--- config.mk ---
export PLATFORM = sky130hd
export DESIGN_NAME = inst_loader_ctrl
export DESIGN_NICKNAME = d
export VERILOG_FILES = /design/src/rtl/inst_loader_ctrl.sv
export SDC_FILE = /design/constraint.sdc
export NUM_CORES = 1
export LEC_CHECK = 0
export CAP_MARGIN = 20
export CELL_PAD_IN_SITES_DETAIL_PLACEMENT = 0
export CELL_PAD_IN_SITES_GLOBAL_PLACEMENT = 2
export CORE_UTILIZATION = 29
export DETAILED_ROUTE_END_ITERATION = 16
export GPL_TIMING_DRIVEN = 0
export HOLD_SLACK_MARGIN = 0.08
export PLACE_DENSITY_LB_ADDON = 0.1
export SYNTH_ARGS = -nofsm -noshare
export SYNTH_HDL_FRONTEND = slang
export SYNTH_SLANG_ARGS = --single-unit
export TNS_END_PERCENT = 5
--- constraint.sdc ---
create_clock -name clk -period 3.4 [get_ports clk]
set_input_delay 0.68 -clock clk [delete_from_list [all_inputs] [get_ports clk]]
set_output_delay 0.68 -clock clk [all_outputs]
set_load 0.005 [all_outputs]
--- src/rtl/inst_loader_ctrl.sv ---
// inst_loader_ctrl
// Receives a boot image as a byte stream and writes it into instruction RAM.
// The core is held in reset until the image has been loaded.
//
// Stream format, every 32-bit word least-significant byte first:
//   word count N, then N instruction words, then (checksum build only) one
//   trailer word equal to the modulo-2^32 sum of the N data words.
//
// Optional feature macro: INST_LOADER_CHECKSUM_EN
//   When defined, the CSUM state and the running-sum logic are built in.
//   When undefined, neither exists, and a load that would have gone to CSUM
//   goes straight to DONE.
//
// Parameters:
//   w      instruction word / address width
//   DEPTH  maximum loadable word count
//   BASE   byte address of the first loaded word
//
// Ports:
//   clk        sole clock, rising edge
//   rst        asynchronous active-high reset
//   load_req   pulse: start a load (honoured in IDLE, DONE, ERR)
//   run_req    pulse: release the core without loading (honoured in IDLE)
//   rx_valid   a byte is present on rx_data this cycle
//   rx_data    stream byte
//   is_write   instruction RAM write strobe, one cycle per word
//   im_addr    instruction RAM byte address (held between writes)
//   im_inst    instruction RAM write data (held between writes)
//   core_rst   holds the core in reset while high
//   busy       high in HDR, DATA and CSUM
//   load_done  sticky success flag
//   load_err   sticky failure flag
//   state_dbg  current FSM state, for observation only
//
// Handshake: rx_valid has no back-pressure. Every cycle with rx_valid high in
// HDR, DATA or CSUM consumes exactly one byte; bytes in any other state are
// dropped.
module inst_loader_ctrl #(
  parameter int          w     = 32,
  parameter int          DEPTH = 2048,
  parameter int unsigned BASE  = 0
) (
  input  logic         clk,
  input  logic         rst,
  input  logic         load_req,
  input  logic         run_req,
  input  logic         rx_valid,
  input  logic [7:0]   rx_data,
  output logic         is_write,
  output logic [w-1:0] im_addr,
  output logic [w-1:0] im_inst,
  output logic         core_rst,
  output logic         busy,
  output logic         load_done,
  output logic         load_err,
  output logic [2:0]   state_dbg
);

  // Wide enough to hold DEPTH itself.
  localparam int CW = $clog2(DEPTH + 1);

  typedef enum logic [2:0] {
    IDLE,
    HDR,
    DATA,
`ifdef INST_LOADER_CHECKSUM_EN
    CSUM,
`endif
    DONE,
    ERR
  } state_t;

  state_t         state;
  logic [1:0]     byte_cnt;
  logic [7:0]     byte0, byte1, byte2;
  logic [CW-1:0]  n_words;
  logic [CW-1:0]  word_idx;
  logic [31:0]    rx_word;
  logic           byte_last;
  logic           start;
`ifdef INST_LOADER_CHECKSUM_EN
  logic [31:0]    csum;
`endif

  // The word completed by the byte arriving this cycle.
  assign rx_word   = {rx_data, byte2, byte1, byte0};
  assign byte_last = rx_valid && (byte_cnt == 2'd3);
  assign start     = load_req && (state == IDLE || state == DONE || state == ERR);

`ifdef INST_LOADER_CHECKSUM_EN
  assign busy = (state == HDR) || (state == DATA) || (state == CSUM);
`else
  assign busy = (state == HDR) || (state == DATA);
`endif

  assign state_dbg = state;

  always_ff @(posedge clk or posedge rst) begin
    if (rst) begin
      state     <= IDLE;
      is_write  <= 1'b0;
      im_addr   <= '0;
      im_inst   <= '0;
      core_rst  <= 1'b1;
      load_done <= 1'b0;
      load_err  <= 1'b0;
      byte_cnt  <= 2'd0;
      byte0     <= 8'd0;
      byte1     <= 8'd0;
      byte2     <= 8'd0;
      n_words   <= '0;
      word_idx  <= '0;
`ifdef INST_LOADER_CHECKSUM_EN
      csum      <= 32'd0;
`endif
    end else begin
      is_write <= 1'b0;

      if (start) begin
        state     <= HDR;
        core_rst  <= 1'b1;
        load_done <= 1'b0;
        load_err  <= 1'b0;
        byte_cnt  <= 2'd0;
        word_idx  <= '0;
`ifdef INST_LOADER_CHECKSUM_EN
        csum      <= 32'd0;
`endif
      end else begin
        if (state == IDLE && run_req)
          core_rst <= 1'b0;

        // Byte assembly is shared by every stream-consuming state.
        if (busy && rx_valid) begin
          byte_cnt <= byte_cnt + 2'd1;
          case (byte_cnt)
            2'd0:    byte0 <= rx_data;
            2'd1:    byte1 <= rx_data;
            2'd2:    byte2 <= rx_data;
            default: ;
          endcase
        end

        case (state)
          HDR: begin
            if (byte_last) begin
              if (rx_word == 32'd0) begin
`ifdef INST_LOADER_CHECKSUM_EN
                state <= CSUM;
`else
                state     <= DONE;
                load_done <= 1'b1;
                core_rst  <= 1'b0;
`endif
              end else if (rx_word > 32'(DEPTH)) begin
                state    <= ERR;
                load_err <= 1'b1;
              end else begin
                n_words <= CW'(rx_word);
                state   <= DATA;
              end
            end
          end

          DATA: begin
            if (byte_last) begin
              im_inst  <= w'(rx_word);
              im_addr  <= w'(BASE) + (w'(word_idx) << 2);
              is_write <= 1'b1;
              word_idx <= word_idx + CW'(1);
`ifdef INST_LOADER_CHECKSUM_EN
              csum     <= csum + rx_word;
`endif
              if (word_idx == n_words - CW'(1)) begin
`ifdef INST_LOADER_CHECKSUM_EN
                state <= CSUM;
`else
                state     <= DONE;
                load_done <= 1'b1;
                core_rst  <= 1'b0;
`endif
              end
            end
          end

`ifdef INST_LOADER_CHECKSUM_EN
          CSUM: begin
            if (byte_last) begin
              if (rx_word == csum) begin
                state     <= DONE;
                load_done <= 1'b1;
                core_rst  <= 1'b0;
              end else begin
                state    <= ERR;
                load_err <= 1'b1;
              end
            end
          end
`endif

          default: ;
        endcase
      end
    end
  end

endmodule
==> Word-level counts from Yosys, hierarchy flattened <==
Index checks and enable logic that the tools add are counted.
{ "totals": {"regBits": 101, "in_bits": 13, "output_inout_bits": 72, "elab_cells": 91} }
{ "classes": {"n_addsub": 3, "n_lt_le_gt_ge": 1, "eq_ne": 13, "n_mux": 33, "bitwise_logic": 3, "reduce_logical": 25} }
{ "op_table": {"columns": ["operator", "count"], "rows": [
  ["$mux 12", 3],
  ["$gt 32x12->1 const B", 1],
  ["$logic_not 32->1", 1],
  ["$mux 1", 19],
  ["$mux 3", 6],
  ["$add 12x1->12 const B", 1],
  ["$eq 12x12->1", 1],
  ["$reduce_and 3->1", 4],
  ["$sub 12x1->12 const B", 1],
  ["$reduce_and 5->1", 2],
  ["$reduce_bool 2->1", 5],
  ["$reduce_and 4->1", 2],
  ["$eq 3x2->1 const B", 2],
  ["$ne 3x2->1 const B", 2],
  ["$ne 3x3->1 const B", 2],
  ["$pmux 3 s2", 1],
  ["$eq 2x2->1 const B", 2],
  ["$logic_and 1x1->1", 4],
  ["$mux 2", 2],
  ["$pmux 1 s2", 2],
  ["$eq 3x1->1 const B", 1],
  ["$eq 3x3->1 const B", 1],
  ["$logic_not 3->1", 1],
  ["$logic_or 1x1->1", 3],
  ["7 further kinds", 9]
]} }

==> Longest topological paths before layout <==
{ "depth": {"depth_word": 7, "mapped_depth": 9, "depth_no_buf": 8} }

==> Worst setup path after synthesis <==
OpenSTA, ideal clock, no wires.
{ "synth_path": {"path_kind": "flip-flop to flip-flop", "startpoint": "reg n_words[0]", "endpoint": "reg state[0], in the netlist state_dbg[0]", "setup_time_ps": 87, "arrival_ps": 2498, "required_ps": 3313, "slack_ps": 816, "path_stages_with_launch": 10, "path_buffers": 1, "period_less_slack_ps": 2584, "cell_sequence": "dfrtp_1 -> inv_1 -> ha_1 -> or4b_1 -> buf_2 -> nor4_1 -> nor3_1 -> or4_1 -> a2111o_1 -> a211oi_2"} }
{ "synth_via": {"elab_chain_len": 4} }
{ "synth_rtl": {"columns": ["item", "line", "rtl"], "rows": [
  ["from (decl)", "76", "logic [CW-1:0] n_words;"],
  ["from (signal assigned)", "159", "n_words <= CW'(rx_word);"],
  ["$sub 12x1->12", "174", "if (word_idx == n_words - CW'(1)) begin"],
  ["$eq 12x12->1", "174", null],
  ["$ne 3x2->1 (no source line)", null, null],
  ["$reduce_and 4->1 (no source line)", null, null],
  ["to (signal assigned)", "156", "state <= ERR;"],
  ["to (signal assigned)", "160", "state <= DATA;"],
  ["to (signal assigned)", "178", "state <= DONE;"],
  ["to (decl)", "73", "state_t state;"]
]} }
No other way between the ends.
A chain may end at the register's enable or synchronous reset.

==> Worst setup path after layout <==
{ "layout_path": {"startpoint": "in rx_data[3]", "endpoint": "reg n_words[3]"} }
{ "layout_via": {"elab_chain_len": 3, "elab_cells_between_ends": 5, "cone_classes": "order compare: 1; bitwise: 2; reduce/logical: 2"} }
{ "layout_rtl": {"columns": ["item", "line", "rtl"], "rows": [
  ["from (decl)", "48", "input logic [7:0] rx_data,"],
  ["$gt 32x12->1 or $logic_not 32->1 (tied branches)", "155, 147", null],
  ["$not 1->1 (no source line)", null, null],
  ["$reduce_and 5->1 (no source line) *", null, null]
]} }
Mark *: on every way between the ends. The rest lies on a longest branch, timed or not.

==> key figures <==
Global route
  • First-pass GRT wire length: between 15,000 and 20,000 um
  • Vias in the first global route: 3,489
  • Initial antenna violation count: 0
  • Largest net degree at the start of global routing: 56
  • GRT overflow: 0
  • GRT Overall Usage: between 10% and 20%

Synth
  • EDFF count, synth: 0
  • Synth Flop Type: dfrtp_1
  • Post-synth top cells: nand2_1, dfrtp_1, mux2_2
  • Syn Inst Count: 486
  • Distinct cells, synth: 54
  • Synth top area share: a little over half
  • Top-count cell post-synth: nand2_1
  • Average size of a mapped cell: a little under 10 um2
  • Async SR Flop Fraction: 100%
  • Top cells by area, synth: dfrtp_1, nand2_1, mux2_2, buf_4, xnor2_1
  • Mapped Area: 4750 um2
  • Post-synthesis sequential area ratio: between 50 and 60%
  • Register bit total from synthesis: roughly 100
  • Area leader, netlist: dfrtp_1
  • Syn. warnings: 0

Critical path
  • Critical Path RT: between 3 and 4 ns
  • Cell at the slowest stage of the critical path: clkdlybuf4s50_1
  • Crit. End Element: flip-flop
  • Crit path largest cell delay: slightly below 0.6 ns
  • Crit Path Category: in2reg
  • Crit-path most repeated cell: clkbuf_1
  • Arrival time at the worst endpoint: about 3.4 ns
  • CP Cell Sequence: clkdlybuf4s50_1, nor4_1, nand3_1, nor2_1, and4b_1, clkbuf_1, clkbuf_1, mux2_2
  • Crit Path Max Fanout: 10
  • Crit start category: primary input

Clock network
  • CTS Sinks: a little over 100
  • Clock transition at path regs: 0.07 ns
  • Post-CTS repair timing setup buffer count: 0
  • H-tree levels: 3
  • CTS Hold Bufs: 0
  • CTS Buf Count: 9
  • Clk root buf: clkbuf_16
  • CTS tree: built
  • Clk_lat worst skew: around 0.35 ns
  • Longest Clk Path Bufs: 2
  • PostCTS Resize Cnt: 0

STA
  • Worst Tran Pin Value: between 0.9 and 1 ns
  • RSZ-0062 raised after global routing: false
  • Fmax: 318 MHz
  • Final Cycle Share: 92.6%
  • Setup TNS: 0 ns
  • Slew Limit Fails: 0
  • Setup Viol. Count Final: 0
  • Worst Skew: approximately 0.0074 ns
  • Final setup margin: between 0.2 and 0.3 ns
  • Worst rel slew slack: about 37%
  • WHS: 0.474 ns
  • Hold Fails Final Rpt: 0
  • Tmin final: about 3.1 ns

Placed design
  • DP Wirelength: between 8000 and 9000 um
  • Routability cong.: 0.712
  • Pre-CTS setup slack: -0.115 ns
  • Port buffer count: 64

Floorplan
  • Initial core utilization: just under 30%
  • Die height: between 100 and 150 um
  • IO Pins: 85
  • Rows: 46
  • Die area: 16,900 um2
  • Die Wd: around 130 um
  • Core area: between 15,000 and 20,000 um2

Power
  • Pleak: about 0.0029 uW
  • Power density cells: 495 nW/um2
  • Power Total: approximately 3000 uW
  • Worst VDD drop: approximately 0.00024 V

Detailed routing
  • 1st-iter DRT viols: 153
  • Pre-antenna DRT Iters: 4
  • Routed met1 length: roughly 5700 um
  • DR top layer: met4
  • Vias: 3,557
  • Wire length on met2: 5670 um
  • # DRC: 0
  • Detailed Route WL: approximately 12,000 um
  • Post-DR vias/cell: about 4.4
  • Wire per inst: approximately 15 um
  • Met3 Wirelength: about 390 um
  • Routed Antenna Nets: 0

Outcome
  • Outcome: complete, no violations

Cells and area
  • Fin nets: 600
  • Ant. Diodes: 0
  • Ratio of cells with drive above 1 in the final layout: between 10% and 20%
  • Layout area overhead: 27.5%

Worst hold path
  • HP Class: reg2reg

Flow run
  • Maxcap violations: 0
==> layout by cell type (no fill, tap or decap), types with 7 or more instances in the layout <==
cell,synthesis,layout
xor2_1,7,7
clkbuf_1,21,22
mux2_2,33,33
nor3_1,9,9
nor2_1,17,17
nor4_1,12,12
o21ai_0,10,10
buf_4,21,21
nand2_1,157,157
nand3_1,15,15
dfrtp_1,100,100
conb_1,1,20
xnor2_1,14,14
clkdlybuf4s50_1,0,64
clkbuf_16,0,9
==> registers in the layout, summed over array words and instances, names as in the netlist <==
name	flops
im_inst	32
im_addr	12
n_words	12
word_idx	12
byte0	8
byte1	8
byte2	8
state_dbg	3
byte_cnt	2
core_rst	1
is_write	1
load_done	1
load_err	1
==> routing by layer <==
layer	vias up	GRT usage [%]
li1	1771	-
met1	1719	19.8
met2	55	24.8
met3	12	2.79
met4	0	5.75
met5	-	0
==> power by group <==
group | leakage, uW | switching, uW | internal [uW]
Sequential | 0.00135 | 171 | 1370
Combinational | 0.00137 | 172 | 240
Clock | 0.000145 | 453 | 586
==> path summary, 6_finish.rpt <==
path | slack, ns | start | to | depth (start not counted)
max | 0.25 | rx_data[3] | n_words[3] | 8
min | 0.47 | im_addr[10] | im_addr[10] | 2
max reg2reg | 0.53 | n_words[0] | state_dbg[0] | 9
min reg2reg | 0.47 | im_addr[10] | im_addr[10] | 2
max in group asynchronous | 1.89 | rst | core_rst | 3
min in group asynchronous | 0.76 | rst | im_inst[21] | 2
==> area by class of cell <==
type,count,area (um2)
tap,216,270
inverter,7,28.8
sequential,101,2530
fill,1632,9890
clock buffer,11,243
multi-input combinational,350,2000
clock inverter,4,48.8
buffer,47,265
timing repair buffer,65,668
==> critical path, delay by kind of cell <==
kind | cells | cell delay, ns
buffers and inverters | 3 | 1.25
muxes | 1 | 0.39
and+or+nand+nor | 4 | 1.06
==> cells by family (layout without fill, tap and decap cells) <==
logic type | Yosys count | after routing | synth area share, %
compound gates | 35 | 35 | 5.17
xor+xnor | 21 | 21 | 3.88
fa+ha+maj | 6 | 6 | 1.58
buf+inv | 54 | 134 | 6.14
flops | 101 | 101 | 53.3
mux | 36 | 36 | 8.52
other cells | 1 | 20 | 0.0790
simple gates | 232 | 232 | 21.4
==> per-stage QoR <==
step	area (um2)	instances	utilization (%)
after floorplan	4820	505	-
after global placement	5730	785	35.9
after detailed placement	5760	786	36.1
after CTS	6050	801	37.9
after global routing	6050	801	37.9
final	6050	801	37.9
(Power assumes the default switching activity.)
